`src/rtl/tone_sequencer.sv`:
```
// -----------------------------------------------------------------------------
// tone_sequencer
//   Multi-song, multi-note square-wave tone player for game sound effects.
//   A rising edge on trigger starts the song picked by song_sel; each of its
//   NUM_NOTES notes is played for its table duration as a square wave whose
//   half-period comes from a second table (half-period 0 = silent rest).
//
//   Optional feature macro: TONE_GAP_EN
//     defined   : GAP_CYC silent cycles are inserted between notes (not after
//                 the last one); note_idx already shows the upcoming note.
//     undefined : notes play back to back and GAP_CYC is ignored.
//
// Ports
//   clk        in   system clock
//   reset      in   asynchronous, active-high reset
//   trigger    in   start request, acted on at its rising edge only
//   song_sel   in   song index sampled with the trigger edge (out of range -> 0)
//   abort      in   stop playback at the next edge (wins over a start)
//   sound_out  out  registered square-wave audio output
//   busy       out  high while a song is playing
//   done       out  one-cycle pulse after the last note completes
//   note_idx   out  index of the note being played, 0 when idle
// -----------------------------------------------------------------------------
module tone_sequencer #(
   parameter int NUM_SONGS = 2,
   parameter int NUM_NOTES = 3,
   parameter int HP_W      = 18,
   parameter int DUR_W     = 24,
   parameter logic [NUM_SONGS*NUM_NOTES*HP_W-1:0]  HP_TBL  = '0,
   parameter logic [NUM_SONGS*NUM_NOTES*DUR_W-1:0] DUR_TBL = '0,
   parameter int GAP_CYC   = 16
) (
   input  logic clk,
   input  logic reset,
   input  logic trigger,
   input  logic [((NUM_SONGS > 1) ? $clog2(NUM_SONGS) : 1)-1:0] song_sel,
   input  logic abort,
   output logic sound_out,
   output logic busy,
   output logic done,
   output logic [((NUM_NOTES > 1) ? $clog2(NUM_NOTES) : 1)-1:0] note_idx
);

   localparam int SW = (NUM_SONGS > 1) ? $clog2(NUM_SONGS) : 1;
   localparam int NW = (NUM_NOTES > 1) ? $clog2(NUM_NOTES) : 1;
   localparam logic [NW-1:0] LAST_NOTE = NW'(NUM_NOTES - 1);

   typedef enum logic [1:0] {
      S_IDLE,
      S_PLAY,
      S_GAP
   } state_t;

   // Table lookups; index arithmetic is done in int so wide tables are safe.
   function automatic logic [HP_W-1:0] hp_at(input int s, input int n);
      hp_at = HP_TBL[(s * NUM_NOTES + n) * HP_W +: HP_W];
   endfunction

   // Returns the final dur_cnt value of a note; a zero duration plays 1 cycle.
   function automatic logic [DUR_W-1:0] dur_last_at(input int s, input int n);
      logic [DUR_W-1:0] d;
      d = DUR_TBL[(s * NUM_NOTES + n) * DUR_W +: DUR_W];
      dur_last_at = (d == '0) ? '0 : d - DUR_W'(1);
   endfunction

   state_t            state_reg, state_next;
   logic [SW-1:0]     song_reg, song_next;
   logic [NW-1:0]     note_reg, note_next;
   logic [DUR_W-1:0]  dur_cnt_reg, dur_cnt_next;
   logic [HP_W-1:0]   hp_cnt_reg, hp_cnt_next;
   logic              sound_reg, sound_next;
   logic              done_reg, done_next;
   logic              trig_q_reg;

   logic              start;
   logic [SW-1:0]     sel_eff;
   logic [HP_W-1:0]   cur_hp;
   logic [HP_W-1:0]   start_hp;
   logic [DUR_W-1:0]  cur_dur_last;
   logic              last_note;
   logic [NW-1:0]     next_note;

`ifdef TONE_GAP_EN
   localparam int GAP_LAST = (GAP_CYC > 1) ? GAP_CYC - 1 : 0;
   localparam int GW       = (GAP_LAST > 0) ? $clog2(GAP_LAST + 1) : 1;
   logic [GW-1:0]     gap_cnt_reg, gap_cnt_next;
`else
   logic [HP_W-1:0]   next_hp;
   logic              gap_cyc_unused;
   assign gap_cyc_unused = ^GAP_CYC;
   assign next_hp        = hp_at(int'(song_reg), int'(next_note));
`endif

   assign start        = trigger & ~trig_q_reg;
   assign sel_eff      = (int'(song_sel) >= NUM_SONGS) ? '0 : song_sel;
   assign cur_hp       = hp_at(int'(song_reg), int'(note_reg));
   assign cur_dur_last = dur_last_at(int'(song_reg), int'(note_reg));
   assign start_hp     = hp_at(int'(sel_eff), 0);
   assign last_note    = (note_reg == LAST_NOTE);
   // Clamped so the lookup never indexes past the table on the last note.
   assign next_note    = last_note ? '0 : note_reg + NW'(1);

   always_comb begin
      state_next   = state_reg;
      song_next    = song_reg;
      note_next    = note_reg;
      dur_cnt_next = dur_cnt_reg;
      hp_cnt_next  = hp_cnt_reg;
      sound_next   = sound_reg;
      done_next    = 1'b0;
`ifdef TONE_GAP_EN
      gap_cnt_next = gap_cnt_reg;
`endif

      if (abort) begin
         state_next   = S_IDLE;
         note_next    = '0;
         dur_cnt_next = '0;
         hp_cnt_next  = '0;
         sound_next   = 1'b0;
      end else if (start) begin
         // Fresh start or retrigger: always restart from note 0.
         state_next   = S_PLAY;
         song_next    = sel_eff;
         note_next    = '0;
         dur_cnt_next = '0;
         hp_cnt_next  = '0;
         sound_next   = (start_hp != '0);
      end else begin
         case (state_reg)
            S_PLAY: begin
               if (dur_cnt_reg == cur_dur_last) begin
                  dur_cnt_next = '0;
                  hp_cnt_next  = '0;
                  if (last_note) begin
                     state_next = S_IDLE;
                     note_next  = '0;
                     sound_next = 1'b0;
                     done_next  = 1'b1;
                  end else begin
                     note_next = next_note;
`ifdef TONE_GAP_EN
                     state_next   = S_GAP;
                     gap_cnt_next = '0;
                     sound_next   = 1'b0;
`else
                     sound_next = (next_hp != '0);
`endif
                  end
               end else begin
                  dur_cnt_next = dur_cnt_reg + DUR_W'(1);
                  if (cur_hp == '0) begin
                     sound_next = 1'b0;
                  end else if (hp_cnt_reg == cur_hp - HP_W'(1)) begin
                     hp_cnt_next = '0;
                     sound_next  = ~sound_reg;
                  end else begin
                     hp_cnt_next = hp_cnt_reg + HP_W'(1);
                  end
               end
            end
`ifdef TONE_GAP_EN
            S_GAP: begin
               // note_reg already holds the upcoming note, so cur_hp is its tone.
               if (gap_cnt_reg == GW'(GAP_LAST)) begin
                  state_next  = S_PLAY;
                  hp_cnt_next = '0;
                  sound_next  = (cur_hp != '0);
               end else begin
                  gap_cnt_next = gap_cnt_reg + GW'(1);
               end
            end
`endif
            default: ;
         endcase
      end
   end

   always_ff @(posedge clk or posedge reset) begin
      if (reset) begin
         state_reg   <= S_IDLE;
         song_reg    <= '0;
         note_reg    <= '0;
         dur_cnt_reg <= '0;
         hp_cnt_reg  <= '0;
         sound_reg   <= 1'b0;
         done_reg    <= 1'b0;
         trig_q_reg  <= 1'b0;
`ifdef TONE_GAP_EN
         gap_cnt_reg <= '0;
`endif
      end else begin
         state_reg   <= state_next;
         song_reg    <= song_next;
         note_reg    <= note_next;
         dur_cnt_reg <= dur_cnt_next;
         hp_cnt_reg  <= hp_cnt_next;
         sound_reg   <= sound_next;
         done_reg    <= done_next;
         trig_q_reg  <= trigger;
`ifdef TONE_GAP_EN
         gap_cnt_reg <= gap_cnt_next;
`endif
      end
   end

   assign sound_out = sound_reg;
   assign busy      = (state_reg != S_IDLE);
   assign done      = done_reg;
   assign note_idx  = note_reg;

endmodule

```
`config.mk`:
```
export PLATFORM = sky130hd
export DESIGN_NAME = tone_sequencer
export DESIGN_NICKNAME = d
export VERILOG_FILES = /design/src/rtl/tone_sequencer.sv
export SDC_FILE = /design/constraint.sdc
export NUM_CORES = 1
export LEC_CHECK = 0
export CAP_MARGIN = 10
export CORE_ASPECT_RATIO = 0.5
export CORE_MARGIN = 2
export CORE_UTILIZATION = 25
export CTS_CLUSTER_DIAMETER = 80
export DETAILED_ROUTE_END_ITERATION = 7
export SETUP_SLACK_MARGIN = 0.3
export SYNTH_ARGS = -nofsm -noshare
export SYNTH_HDL_FRONTEND = slang
export SYNTH_SLANG_ARGS = --single-unit
```
`constraint.sdc`:
```
create_clock -name clk -period 2.43 [get_ports clk]
set_input_delay 0.486 -clock clk [delete_from_list [all_inputs] [get_ports clk]]
set_output_delay 0.486 -clock clk [all_outputs]
set_load 0.005 [all_outputs]
```
==> Word level (Yosys, flattened, before mapping) <==
Cells that the tools add are included.
{ "word_totals": {"ff_bits": 50, "output_inout_bits": 5, "elab_cells": 82} }
{ "classes": {"add_sub_neg": 7, "mul": 6, "n_eq_ne": 5, "shift": 4, "muxes": 34, "n_bitwise": 4, "n_reduce_logical": 14} }
{ "op_table": {"columns": ["op", "count"], "rows": [
  ["indexed part select 108 x 32 -> 18 bit (first input constant)", 2],
  ["indexed part select 144 x 10 -> 24 bit (first input constant)", 1],
  ["2-to-1 mux 24 bit", 5],
  ["2-to-1 mux 18 bit", 6],
  ["indexed part select 108 x 9 -> 18 bit (first input constant)", 1],
  ["multiplier 32 x 5 -> 31 bit (second input constant)", 2],
  ["nonzero test 18 bit", 2],
  ["adder 32 x 3 -> 32 bit", 1],
  ["adder 24 x 1 -> 24 bit (second input constant)", 1],
  ["equality test 24 bit", 1],
  ["logical NOT 24 bit", 1],
  ["subtractor 24 x 1 -> 24 bit (second input constant)", 1],
  ["2-to-1 mux 2 bit", 11],
  ["adder 18 x 1 -> 18 bit (second input constant)", 1],
  ["equality test 18 bit", 1],
  ["logical NOT 18 bit", 1],
  ["subtractor 18 x 1 -> 18 bit (second input constant)", 1],
  ["2-to-1 mux 1 bit", 12],
  ["nonzero test 3 bit", 3],
  ["AND reduction 2 bit", 4],
  ["multiplier 3 x 4 -> 7 bit (second input constant)", 1],
  ["multiplier 1 x 2 -> 3 bit (second input constant)", 2],
  ["multiplier 4 x 2 -> 6 bit (second input constant)", 1],
  ["nonzero test 5 bit", 1],
  ["9 further kinds", 11]
]} }

==> Logic depth before layout (Yosys ltp) <==
{ "logic_depth": {"word_depth": 12, "depth_mapped": 7} }

==> Least setup slack after synthesis <==
Ideal clock, no wire load.
{ "synth_path": {"path_type": "register -> register", "start": "register dur_cnt_reg[0]", "end": "register dur_cnt_reg[4]", "setup_time_ps": 121, "t_arrival_ps": 1762, "t_required_ps": 2309, "setup_slack_ps": 547, "path_stages_with_launch": 8, "synth_period_minus_slack_ps": 1883, "cell_sequence": "dfrtp_1 -> inv_1 -> ha_1 -> nor3b_1 -> nand4_1 -> o31ai_4 -> buf_2 -> nor2_1"} }
{ "synth_via": {"elab_chain_cells": 5} }
{ "synth_lines": {"columns": ["element", "line", "rtl"], "rows": [
  ["from (decl)", "69", "logic [DUR_W-1:0] dur_cnt_reg, dur_cnt_next;"],
  ["from (signal assigned)", "196", "dur_cnt_reg <= dur_cnt_next;"],
  ["adder 24 x 1 -> 24 bit / equality test 24 bit (equally long branches)", "151, 132", null],
  ["2-to-1 mux 24 bit *", "132", "if (dur_cnt_reg == cur_dur_last) begin"],
  ["2-to-1 mux 24 bit *", "130", "case (state_reg)"],
  ["2-to-1 mux 24 bit *", "121", "end else if (start) begin"],
  ["2-to-1 mux 24 bit *", "115", "if (abort) begin"]
]} }
Every way passes the cells marked *; elsewhere a longest branch is shown, timed or not. The select of a mux whose other input is x is not followed.
A chain may end at the register's enable or synchronous reset.

==> Final worst setup path <==
{ "layout_path": {"start": "register dur_cnt_reg[3]", "end": "register dur_cnt_reg[23]"} }
Same word-level chain as after synthesis.

==> metrics.md <==
| Metric | Value |
|---|---|
| Starting DRC count in detailed routing | `around 100` |
| # IOs | `10` |
| Multi-input gate area | `920 µm²` |
| Setup bufs post-CTS | `0` |
| Max cap viols | `0` |
| Drc violations | `0` |
| Final Non-Filler Cells | `between 200 and 300` |
| Hold EP | `dur_cnt_reg[23]$_DFFE_PP0P_` |
| Crit Path Class | `flop to flop` |
| FF+latch count, synth | `29` |
| Hold depth | `2` |
| Sequential fraction of the synthesis area | `about 43%` |
| Vias in the first global route | `1502` |
| Routed WL per cell | `approximately 15 µm` |
| Root Driver | `clkbuf_16` |
| Path type of the worst min-delay path | `flop to flop` |
| Avg Inst Size Synth | `slightly above 9 µm²` |
| Reg2Reg Depth | `4` |
| Yosys warns | `0` |
| Placer Congestion | `a little under 0.8` |
| CTS resizes | `0` |
| Post-DRT Antenna Nets | `0` |
| DP HPWL | `about 2900 µm` |
| Largest cells by area after synthesis | `dfrtp_1 (43%), a21oi_1 (6.5%), o31ai_1 (5.3%), or4_1 (4.4%), nand4_1 (2.9%)` |
| Power per Cell Area | `601 nW/µm²` |
| Unrepaired setup endpoints after global routing | `yes` |
| R2R setup slack | `around 0.4 ns` |
| Hold WS | `~0.58 ns` |
| CP endpoint kind | `flop` |
| Via total after detailed routing | `1589` |
| Synthesized net count | `between 150 and 200` |
| Worst r2r src | `dur_cnt_reg[3]$_DFFE_PP0P_` |
| Required time of the critical path | `2.64 ns` |
| Synth cell count leaders | `dfrtp_1 (29), a21oi_1 (22), nand2_1 (12), nor2_1 (12), o31ai_1 (12)` |
| Layout area overhead | `22.5%` |
| Setup Skew | `between 0.005 and 0.006 ns` |
| DP Cell Count | `approximately 290` |
| Reg-to-Reg End | `dur_cnt_reg[23]$_DFFE_PP0P_` |
| Crit Path Max Fanout | `7` |
| Post-synth EDFFs | `0` |
| Initial antenna violation count | `0` |
| 1st-pass router iterations | `4` |
| Final WL | `around 4400 µm` |
| Max reg flops | `24` |
| Fin crit period | `2.03 ns` |
| Clk slew on worst S/H paths | `about 0.05 ns` |
| Share of cells above drive strength 1 | `a little under an eighth` |
| Slew Limit Fails | `0` |
| Post-synth top area cell | `dfrtp_1` |
| CTS max path bufs | `2` |
| Die height | `between 60 and 70 µm` |
| GRT Overall Usage | `12.4%` |
| Endpoints failing setup | `0` |
| Synthesized cell area | `approximately 1700 µm²` |
| VDD IR max | `~0.23 mV` |
| Setup crit start kind | `flop` |
| Final hold vios | `0` |
| Initial Utilization | `about 26%` |
| Worst slew margin | `approximately 67%` |
| Max H-tree Level | `2` |
| Final core occ | `around a third` |
| Die Wd | `about 120 µm` |
| Vias per cell | `5.44` |
| Final Power | `roughly 1.3 mW` |
| Worst-Margin Slew | `just under 0.5 ns` |
| Fraction of registers with async set/reset | `100%` |
| N_diodes | `0` |
| Total global routing overflow | `0` |
| # clock sinks | `29` |
| Synth Flop Type | `dfrtp_1` |
| First-pass GRT wire length | `around 7300 µm` |
| Share of Yosys cell area claimed by the top area cell type | `roughly 43%` |
| Fmax | `0.493 GHz` |
| Hold-fix buffers, CTS | `0` |
| Reg area | `726 µm²` |
| Core Region | `6620 µm²` |
| Unique masters post-synth | `42` |
| Period utilization | `83.5%` |
| Synthesized instance count | `between 150 and 200` |
| CTS Buf Count | `5` |
| Final Net Count | `between 200 and 250` |
| Worst skew pair latency | `approximately 0.28 ns` |
| # rows | `21` |
| Hold_sp | `dur_cnt_reg[23]$_DFFE_PP0P_` |
| CP Data Arrival Time | `around 2.2 ns` |
| Most instantiated library cell after synthesis | `dfrtp_1` |
| TritonCTS clock tree | `yes` |
| Outcome | `completed` |
| Die area | `roughly 7500 µm²` |
| Largest net degree at the start of global routing | `30` |
| P_leak | `0.752 nW` |
| Fill count | `between 600 and 700` |
| Number of port buffers | `7` |
| Setup TNS | `0 ns` |
==> cell families (layout without fill, tap and decap cells) <==
family                   Yosys count  in the layout  share of synthesized area, %
AND/OR/NAND/NOR                   81             81                          28.5
AO/OA/AOI/OAI                     51             51                          20.1
flip-flops                        29             29                          42.6
buffers and inverters             16             30                          3.97
XOR/XNOR                           6              6                          3.09
adder cells (fa/ha/maj)            2              2                          1.47
other                              1              1                         0.220
==> metal layers <==
| layer | wire (µm) | vias up | track usage, % |
|---|---|---|---|
| li1 | - | 748 | - |
| met5 | 0 | - | 0 |
| met2 | 2050 | 43 | 20.6 |
| met4 | 77 | 0 | 6.10 |
| met1 | 2010 | 789 | 15.1 |
| met3 | 226 | 9 | 2.94 |
==> worst max-delay path by stage <==
stage,from,cells after the start,end
finish,dur_cnt_reg[3]$_DFFE_PP0P_,4,dur_cnt_reg[23]$_DFFE_PP0P_
global route,dur_cnt_reg[7]$_DFFE_PP0P_,5,dur_cnt_reg[12]$_DFFE_PP0P_
CTS,trigger,6,dur_cnt_reg[12]$_DFFE_PP0P_
detailed placement,trigger,6,dur_cnt_reg[12]$_DFFE_PP0P_
global placement,trigger,6,dur_cnt_reg[22]$_DFFE_PP0P_
floorplan,dur_cnt_reg[0]$_DFFE_PP0P_,7,dur_cnt_reg[4]$_DFFE_PP0P_
==> worst max-delay path: stages, from the launching register on <==
cell and delay [ns]:
dfrtp_1 0.52, nand4_4 0.18, or4_4 0.60, or4_1 0.48, a21oi_1 0.16
==> stage by stage <==
| step | worst slack (ns) | instance area, µm² |
|---|---|---|
| after CTS | 0.348 | 2070 |
| after global placement | 0.139 | 1910 |
| after detailed placement | 0.0672 | 1910 |
| after global routing | 0.296 | 2080 |
| final | 0.402 | 2080 |
| after floorplan | 0.547 | 1700 |
==> power breakdown <==
part	leakage, nW	internal [mW]	switching (mW)
Combinational	0.271	0.0217	0.0378
Clock	0.0797	0.475	0.225
Sequential	0.402	0.487	0.00596
Total	0.752	0.983	0.269
==> area by class of cell <==
type / count / share of cell area (%)
repair buffers: 16 / 6.60
multi-input cells: 141 / 44.1
well taps: 92 / 5.52
inverters: 7 / 1.26
clock inverters: 2 / 1.68
flip-flops and latches: 29 / 34.8
clock buffers: 5 / 6.00
==> layout by cell type, fill, tap and decap left out, types with 8 or more instances in the layout <==
master   instances
dfrtp_1         29
nand4_1          8
a21oi_1         22
or4_1           10
nor2_1          12
o31ai_1         12
nor4_1           8
buf_4            9
nand2_1         12
No activity file was read; power rests on OpenSTA's default activity.
